## config.mk

```make
export PLATFORM = sky130hd
export DESIGN_NAME = apb_rr_arbiter
export DESIGN_NICKNAME = d
export VERILOG_FILES = /design/src/rtl/apb_rr_arbiter.sv
export SDC_FILE = /design/constraint.sdc
export NUM_CORES = 1
export LEC_CHECK = 0
export BUFFER_PORTS_ARGS = -buffer_cell sky130_fd_sc_hd__buf_4
export CAP_MARGIN = 20
export CELL_PAD_IN_SITES_DETAIL_PLACEMENT = 1
export CELL_PAD_IN_SITES_GLOBAL_PLACEMENT = 1
export CORE_AREA = 2 2 179 181
export DETAILED_ROUTE_END_ITERATION = 16
export DIE_AREA = 0 0 181 183
export GPL_TIMING_DRIVEN = 0
export PLACE_DENSITY_LB_ADDON = 0.1
export SLEW_MARGIN = 15
export SYNTH_ARGS = -nofsm -noshare
export SYNTH_HDL_FRONTEND = slang
export SYNTH_SLANG_ARGS = --single-unit
```

## constraint.sdc

```tcl
create_clock -name PCLK -period 3.05 [get_ports PCLK]
set_input_delay 0.61 -clock PCLK [delete_from_list [all_inputs] [get_ports PCLK]]
set_output_delay 0.61 -clock PCLK [all_outputs]
set_load 0.1 [all_outputs]
```

## src/rtl/apb_rr_arbiter.sv

```systemverilog
// Round-robin arbiter sharing one APB master bridge among NREQ requesters,
// with a watchdog that aborts accesses whose slave never completes.
//
// state  | meaning
// -------+------------------------------------------------------------
// IDLE   | no transfer owned; pick next requester round-robin
// ISSUE  | m_trans high, waiting for the bridge to reach its ENABLE phase
// WAIT   | ENABLE phase seen, waiting for PREADY / PSLVERR / watchdog
// DONE   | m_trans low, req_done pulse to owner; bridge returns to idle
module apb_rr_arbiter #(
    parameter int NREQ        = 4,
    parameter int TIMEOUT_CYC = 16
) (
    input  logic               PCLK,
    input  logic               PRESETn,
    input  logic [NREQ-1:0]    req_valid,
    input  logic [NREQ-1:0]    req_write,
    input  logic [32*NREQ-1:0] req_addr,
    input  logic [32*NREQ-1:0] req_wdata,
    input  logic [4*NREQ-1:0]  req_strb,
    output logic [NREQ-1:0]    req_grant,
    output logic [NREQ-1:0]    req_done,
    output logic               req_err,
    output logic [31:0]        req_rdata,
    output logic               m_trans,
    output logic               m_rw,
    output logic [31:0]        m_waddr,
    output logic [31:0]        m_raddr,
    output logic [31:0]        m_wdata,
    output logic [3:0]         m_strb,
    input  logic               PENABLE,
    input  logic               PREADY,
    input  logic               PSLVERR,
    input  logic [31:0]        PRDATA
);

    localparam int IW = $clog2(NREQ);

    typedef enum logic [1:0] {S_IDLE, S_ISSUE, S_WAIT, S_DONE} state_t;

    state_t            state_q, state_d;
    logic [IW-1:0]     last_q, last_d;
    logic [7:0]        timer_q, timer_d;
    logic [NREQ-1:0]   grant_q, grant_d;
    logic              rw_q, rw_d;
    logic [31:0]       addr_q, addr_d;
    logic [31:0]       wdata_q, wdata_d;
    logic [3:0]        strb_q, strb_d;
    logic              err_q, err_d;
    logic [31:0]       rdata_q, rdata_d;

    logic [31:0]       addr_arr  [NREQ];
    logic [31:0]       wdata_arr [NREQ];
    logic [3:0]        strb_arr  [NREQ];

    logic              pick_found;
    logic [IW-1:0]     pick_idx;
    logic [IW-1:0]     cand;
    logic [7:0]        timer_inc;
    logic              timeout;
    logic              complete;

    for (genvar g = 0; g < NREQ; g++) begin : g_unpack
        assign addr_arr[g]  = req_addr[32*g +: 32];
        assign wdata_arr[g] = req_wdata[32*g +: 32];
        assign strb_arr[g]  = req_strb[4*g +: 4];
    end

    // Search starts one past the last owner and wraps modulo NREQ.
    always_comb begin
        pick_found = 1'b0;
        pick_idx   = '0;
        cand       = '0;
        for (int k = 1; k <= NREQ; k++) begin
            cand = IW'((int'(last_q) + k) % NREQ);
            if (!pick_found && req_valid[cand]) begin
                pick_found = 1'b1;
                pick_idx   = cand;
            end
        end
    end

    assign timer_inc = timer_q + 8'd1;
    assign timeout   = (timer_inc == 8'(TIMEOUT_CYC));
    assign complete  = PENABLE & PREADY;

    always_ff @(posedge PCLK or negedge PRESETn) begin
        if (!PRESETn) begin
            state_q <= S_IDLE;
            last_q  <= IW'(NREQ - 1);
            timer_q <= '0;
            grant_q <= '0;
            rw_q    <= 1'b0;
            addr_q  <= '0;
            wdata_q <= '0;
            strb_q  <= '0;
            err_q   <= 1'b0;
            rdata_q <= '0;
        end else begin
            state_q <= state_d;
            last_q  <= last_d;
            timer_q <= timer_d;
            grant_q <= grant_d;
            rw_q    <= rw_d;
            addr_q  <= addr_d;
            wdata_q <= wdata_d;
            strb_q  <= strb_d;
            err_q   <= err_d;
            rdata_q <= rdata_d;
        end
    end

    // A zero-wait access completes while still in ISSUE, so DONE follows directly.
    always_comb begin
        state_d = state_q;
        case (state_q)
            S_IDLE:  if (pick_found) state_d = S_ISSUE;
            S_ISSUE: begin
                if (complete || PSLVERR || timeout) state_d = S_DONE;
                else if (PENABLE)                   state_d = S_WAIT;
            end
            S_WAIT:  if (complete || PSLVERR || timeout) state_d = S_DONE;
            S_DONE:  state_d = S_IDLE;
            default: state_d = S_IDLE;
        endcase
    end

    always_comb begin
        last_d  = last_q;
        timer_d = timer_q;
        grant_d = '0;
        rw_d    = rw_q;
        addr_d  = addr_q;
        wdata_d = wdata_q;
        strb_d  = strb_q;
        err_d   = err_q;
        rdata_d = rdata_q;
        case (state_q)
            S_IDLE: begin
                if (pick_found) begin
                    grant_d = {{(NREQ-1){1'b0}}, 1'b1} << pick_idx;
                    last_d  = pick_idx;
                    timer_d = '0;
                    rw_d    = ~req_write[pick_idx];
                    addr_d  = addr_arr[pick_idx];
                    wdata_d = wdata_arr[pick_idx];
                    strb_d  = req_write[pick_idx] ? strb_arr[pick_idx] : 4'h0;
                    err_d   = 1'b0;
                end
            end
            S_ISSUE, S_WAIT: begin
                timer_d = timer_inc;
                if (complete) begin
                    err_d = PSLVERR;
                    if (rw_q) rdata_d = PRDATA;
                end else if (PSLVERR || timeout) begin
                    err_d = 1'b1;
                end
            end
            default: ;
        endcase
    end

    always_comb begin
        req_grant = grant_q;
        req_done  = '0;
        req_err   = 1'b0;
        m_trans   = 1'b0;
        if (state_q == S_DONE) begin
            req_done = {{(NREQ-1){1'b0}}, 1'b1} << last_q;
            req_err  = err_q;
        end
        if (state_q == S_ISSUE || state_q == S_WAIT) m_trans = 1'b1;
        req_rdata = rdata_q;
        m_rw      = rw_q;
        m_waddr   = addr_q;
        m_raddr   = addr_q;
        m_wdata   = wdata_q;
        m_strb    = strb_q;
    end

endmodule

```

==> results of run 1 <==
## worst max-delay path: cells and delay by family (launching register included)
kind | cells | cell delay (ns)
simple gates | 1 | 0.49
compound gates | 4 | 0.59
mux | 2 | 0.63
flops | 1 | 0.54
buf+inv | 4 | 0.52
## repair_timing
action                     in CTS  in global routing
pin swaps                      21                 35
resized for setup              57                 41
cloned                          1                  1
setup buffers                  16                  5
setup endpoints to repair      72                 70
hold buffers                    0                  0
## final timing paths
| kind | from | endpoint | depth (start not counted) |
|---|---|---|---|
| worst max register to register | last_q[1]$_DFFE_PN1P_ | m_strb[3]$_DFFE_PN0P_ | 11 |
| max in group asynchronous | PRESETn | m_wdata[8]$_DFFE_PN0P_ | 2 |
| min in group PCLK | req_wdata[43] | m_wdata[11]$_DFFE_PN0P_ | 3 |
| worst max-delay path | last_q[1]$_DFFE_PN1P_ | m_strb[3]$_DFFE_PN0P_ | 11 |
| worst min register to register | m_strb[3]$_DFFE_PN0P_ | m_strb[3]$_DFFE_PN0P_ | 2 |
| worst min-delay path | PRESETn | m_raddr[26]$_DFFE_PN0P_ | 1 |
## per-stage QoR
step,utilization,cells
after detailed placement,0.373,1645
final,0.408,1699
after CTS,0.402,1694
after global routing,0.408,1698
after floorplan,-,784
after global placement,0.372,1644
## sequential cells by signal, summed over array words and instances, names as in the netlist
name	count
m_wdata	32
req_grant	4
req_rdata	32
state_q	2
timer_q	8
m_rw	1
err_q	1
m_strb	4
last_q	2
m_raddr	32
## cell usage in the layout, fill, tap and decap left out, types with 8 or more instances in the layout
cell / count
clkbuf_1: 20
nand3_1: 8
o21ai_1: 17
a22oi_1: 58
buf_4: 515
ha_1: 9
buf_12: 9
a222oi_1: 64
dfrtp_1: 116
nor2_1: 10
mux2_2: 39
mux2i_1: 75
buf_6: 19
clkbuf_16: 18
o21ai_0: 57
nand2_1: 148
## cell type report
type / instances / area [um2]
Fill cell: 3669 / 18500
Timing Repair Buffer: 482 / 3720
Multi-Input combinational cell: 560 / 4180
Antenna cell: 1 / 2.50
Tap cell: 402 / 503
Inverter: 5 / 23.8
Sequential cell: 118 / 2960
Buffer: 99 / 786
Clock inverter: 13 / 150
Clock buffer: 19 / 433
## layer usage
layer	up-vias	wire (um)	GRT usage
li1	3959	-	-
met1	4172	15500	0.271
met2	372	18200	0.370
met3	42	3180	0.0673
met4	2	946	0.0800
met5	-	12	0
## synthesized netlist by cell type, types with 4 or more instances
cell and n:
nand2_1 148, buf_4 45, o21ai_0 65, dfrtp_1 116
nor2_1 11, mux2i_1 78, ha_1 10, inv_1 4
o21ai_1 13, a21oi_1 5, a222oi_1 64, o31ai_2 4
nand2b_1 4, mux2_2 39, clkbuf_1 25, buf_2 20
and2_1 5, nand3_1 8, a22oi_1 65, buf_6 8
## logic make-up after synthesis
logic type	count (synthesis)
xor gates and xnor gates	4
and+or+nand+nor	188
buffers and inverters	106
DFF	118
AOI/OAI and AO/OA	237
muxes	121
adders and majority gates	10
==> results.yml, run 1 <==
synthesis:
  synth_top_family_by_area: "compound AO/OA/AOI/OAI gates"
  ys_seq_elements: 118
  synthArstFlopShare: 1.00
  synth_compound_area_frac: 0.236
  syn-mean-instance-area_um2: 9.78
  ys_seq_area_frac: 0.385
  synth_cell_types: 57
  synth_flop_cell: "dfrtp_1"
  synth_top_area_share: 0.379
  ys_warn_count: 0
  synth_nets: 1111
  yosysTopAreaCell: "dfrtp_1"
  synth_fa_ha_area_frac: 0.0163
  synth.area.mux_share: 0.170
  synth_edf_count: 0
  synthSimpleGateAreaFrac: 0.103
  synth-xor-area-share: 0.00457
  synthCells: 784
  synth_area_um2: 7670
  synthTopCellsByArea: "dfrtp_1, mux2i_1, a222oi_1"
global_routing:
  antenna_found_initial: 2
  grt_start_max_net_pins: 64
  grtUsageTotal: 0.222
  grt_pass1_vias: 8960
  gr-total-overflow: 0
  grt_pass1_wl_um: 55800
clock_tree:
  numCtsBuffers: 17
  cts_sinks: 118
  cts_tree: "built"
  clock-root-buffer: "clkbuf_16"
  clk_pin_slew_ns: 0.06
  cts_buffer_depth: 2
  htreeDepth: 4
  clock_latency_ns: 0.43
timing:
  max_slew_margin: 0.508
  layout_setup_ws_ns: 0.124
  rsz0062_at_grt: "yes"
  maxClockFrequency_mhz: 342
  whs_ns: 0.0962
  tightest_slew_ns: 0.732
  hold_viol_final: 0
  setup_viol: 0
  maxSlewViolCount: 0
  final.setup.tns_ns: 0
  final_min_period_over_clock_period: 0.959
  clock_skew_ns: 0.0164
  period_needed_ns: 2.93
worst_setup_path:
  critPathMostFrequentCell: "buf_12"
  worstPathCellList: "buf_6 > buf_4 > mux2_4 > or4b_1 > o221ai_1 > a32o_2 > buf_12 > mux4_2 > o32ai_4 > buf_12 > o31ai_2"
  path_class: "reg2reg"
  r2r_slack_ns: 0.12
  crit_fanout: 7
  cp-start-kind: "flop"
  critPathCaptureType: "flop"
  arrival_ns: 3.21
  slowest_delay_ns: 0.54
  cp.required_ns: 3.33
  crit_slowest_cell: "dfstp_2"
route:
  wl_um: 37900
  drc_errors: 0
  ant_nets: 0
  firstDrtPassIters: 7
  drtIter0Drc: 632
  vias_per_cell: 5.03
  vias: 8547
  wl_per_cell_um: 22.3
place:
  pre_cts_slack_ns: -0.625
  dp_hpwl_um: 28200
  gp_congestion: 0.827
  place_area_um2: 11600
  port_buffers: 458
outcome:
  outcome: "finished, final reports clean"
layout:
  postLayoutCellArea_um2: 12700
  drive_gt1_frac: 0.517
  area_delta_synth_final_pct: 66.2
  final_net_count: 1610
floorplan:
  die_w_um: 181
  fp.dieH_um: 183
  coreArea_um2: 31200
  num_rows: 65
  start_util: 0.246
  ioPinCount: 460
  dieArea_um2: 33100
run:
  cap_violations: 0
worst_hold_path:
  hold_class: "in2async"
Power of run 1 is not shown: default switching activity piles up to over one toggle a cycle in this logic, so the estimate is an artifact.
==> inputs of run 2 (changes only) <==
--- a/config.mk
+++ b/config.mk
@@ -5,6 +5,7 @@
 export SDC_FILE = /design/constraint.sdc
 export NUM_CORES = 1
 export LEC_CHECK = 0
+export ABC_AREA = 1
 export BUFFER_PORTS_ARGS = -buffer_cell sky130_fd_sc_hd__buf_4
 export CAP_MARGIN = 20
 export CELL_PAD_IN_SITES_DETAIL_PLACEMENT = 1
==> results.yml, run 2 <==
place:
  dp_hpwl_um: 30300
  place_inst: 2028
  place_area_um2: 11800
  gp_congestion: 0.831
  pre_cts_slack_ns: -0.236
  port_buffers: 459
floorplan:
  coreArea_um2: 31200
  num_rows: 65
  dieArea_um2: 33100
  ioPinCount: 460
  die_w_um: 181
  fp.dieH_um: 183
  start_util: 0.252
worst_setup_path:
  worstPathCellList: "clkinvlp_4 > ha_4 > inv_1 > nand3_1 > nand2_1 > inv_2 > nand3_1 > nor2_1 > nor2_4 > buf_4 > buf_4 > inv_2 > buf_4 > nand3_1 > nand3_1 > nand2_1"
  rr_endpoint: "m_raddr[31]$_DFFE_PN0P_"
  timing.critical_path.max_delay_family: "buffers and inverters"
  cp-start-kind: "flop"
  cp_num_buf_inv: 7
  arrival_ns: 3.12
  reg2reg_depth: 16
  crit_slowest_cell: "dfstp_2"
  crit_fanout: 10
  critPathMostFrequentCell: "nand3_1"
  r2r_start: "last_q[1]$_DFFE_PN1P_"
  r2r_slack_ns: 0.23
  slowest_delay_ns: 0.61
  critPathCaptureType: "flop"
  cp.required_ns: 3.35
  path_class: "reg2reg"
global_routing:
  grtUsageTotal: 0.223
  grt_start_max_net_pins: 66
  antenna_found_initial: 5
  grt_pass1_vias: 9698
  grt_pass1_wl_um: 56700
  gr-total-overflow: 0
timing:
  max_slew_margin: 0.599
  final_min_period_over_clock_period: 0.924
  maxSlewViolCount: 0
  layout_setup_ws_ns: 0.232
  tightest_slew_ns: 0.602
  maxClockFrequency_mhz: 355
  period_needed_ns: 2.82
  rsz0062_at_grt: "no"
  clock_skew_ns: 0.0133
  hold_viol_final: 0
  setup_viol: 0
synthesis:
  syn-mean-instance-area_um2: 6.75
  synth.most_common_cell: "nand2_1"
  ys_seq_area_frac: 0.376
  synth_top_area_share: 0.369
  synthTopCellsByCount: "nand2_1, nand3_1, inv_1"
  synth_flop_cell: "dfrtp_1"
  ys_seq_elements: 118
  synthArstFlopShare: 1.00
  synth_cell_types: 28
  synthCells: 1166
  ys_warn_count: 0
  synth_nets: 1493
  synth_area_um2: 7870
  synthTopCellsByArea: "dfrtp_1, nand2_1, nand3_1"
  synth_edf_count: 0
  yosysTopAreaCell: "dfrtp_1"
layout:
  layout_common_cells: "buf_4, nand2_1, nand3_1"
  area_delta_synth_final_pct: 60.1
  n_fill_cell: 4039
  postLayoutCellArea_um2: 12600
  final_net_count: 1984
  stdcell_count: 2076
  final_common_cell: "buf_4"
  drive_gt1_frac: 0.376
worst_hold_path:
  hold_class: "in2async"
clock_tree:
  cts_sinks: 118
  clk_pin_slew_ns: 0.07
  clock_latency_ns: 0.42
  clock-root-buffer: "clkbuf_16"
  cts_buffer_depth: 2
  cts_tree: "built"
  htreeDepth: 4
  numCtsBuffers: 17
route:
  ant_nets: 0
  wl_met1_um: 15300
  vias_per_cell: 4.45
  top_layer: "met5"
  firstDrtPassIters: 4
  wl_um: 37400
  drtIter0Drc: 351
  dr_wl_met2_um: 18500
  wl_per_cell_um: 18.0
  met3WireLength_um: 2890
  drc_errors: 0
  vias: 9231
outcome:
  outcome: "finished, final reports clean"
run:
  cap_violations: 0
[run 2: changes by cell type in the layout (fill, tap and decap cells not counted), moves of 58 or more]
cell and change:
inv_1 +116, a222oi_1 -64, nand3_1 +151, nor2_1 +81, nand2_1 +307, mux2i_1 -75, a22oi_1 -58
[run 2: metal layers]
metal | up-vias | track usage
met5 | - | 0
met4 | 2 | 0.0618
met3 | 38 | 0.0661
met2 | 313 | 0.393
met1 | 4268 | 0.265
li1 | 4610 | -
[run 2: how the worst max path moves through the flow]
stage	start	end	slack (ns)	cells past startpoint
after global routing	last_q[1]$_DFFE_PN1P_	m_raddr[29]$_DFFE_PN0P_	0.01	16
after detailed placement	last_q[0]$_DFFE_PN1P_	m_raddr[31]$_DFFE_PN0P_	-0.24	14
final	last_q[1]$_DFFE_PN1P_	m_raddr[31]$_DFFE_PN0P_	0.23	16
after global placement	last_q[0]$_DFFE_PN1P_	m_raddr[31]$_DFFE_PN0P_	-0.20	14
after floorplan	state_q[0]$_DFFE_PN0P_	req_rdata[0]$_DFFE_PN0P_	0.46	6
after CTS	last_q[0]$_DFFE_PN1P_	m_wdata[9]$_DFFE_PN0P_	0.04	14
[run 2: repair_timing]
action,CTS,global route
gates resized for setup,6,16
pin swaps,1,0
setup buffers,4,8
setup endpoints to repair,51,71
hold buffers,0,0
hold endpoints to repair,0,0
[run 2: kinds of logic after synthesis]
kind of cell | count (synthesis) | synth area share
flops | 118 | 0.376
xor+xnor | 4 | 0.00445
buf+inv | 225 | 0.132
simple gates | 723 | 0.379
mux | 32 | 0.0458
compound gates | 54 | 0.0476
fa+ha+maj | 10 | 0.0159
[run 2: area by class of cell]
type / count / area (um2) / share of cell area
diodes: 4 / 10.0 / 0.000795
clock buffers: 18 / 429 / 0.0341
clock inverters: 14 / 174 / 0.0138
multi-input cells: 823 / 3890 / 0.309
plain buffers: 100 / 589 / 0.0468
repair buffers: 472 / 3570 / 0.283
flip-flops and latches: 118 / 2960 / 0.235
well taps: 402 / 503 / 0.0399
inverters: 125 / 473 / 0.0376
[run 2: stage by stage]
step | utilization | hold WS (ns) | TNS (ns)
detailed placement | 0.379 | 0.466 | -4.87
global placement | 0.378 | 0.465 | -3.24
CTS | 0.400 | 0.172 | 0
finish | 0.403 | 0.144 | 0
floorplan | - | 0.314 | 0
global route | 0.403 | 0.175 | 0
Power of run 2 is left out for the same reason.
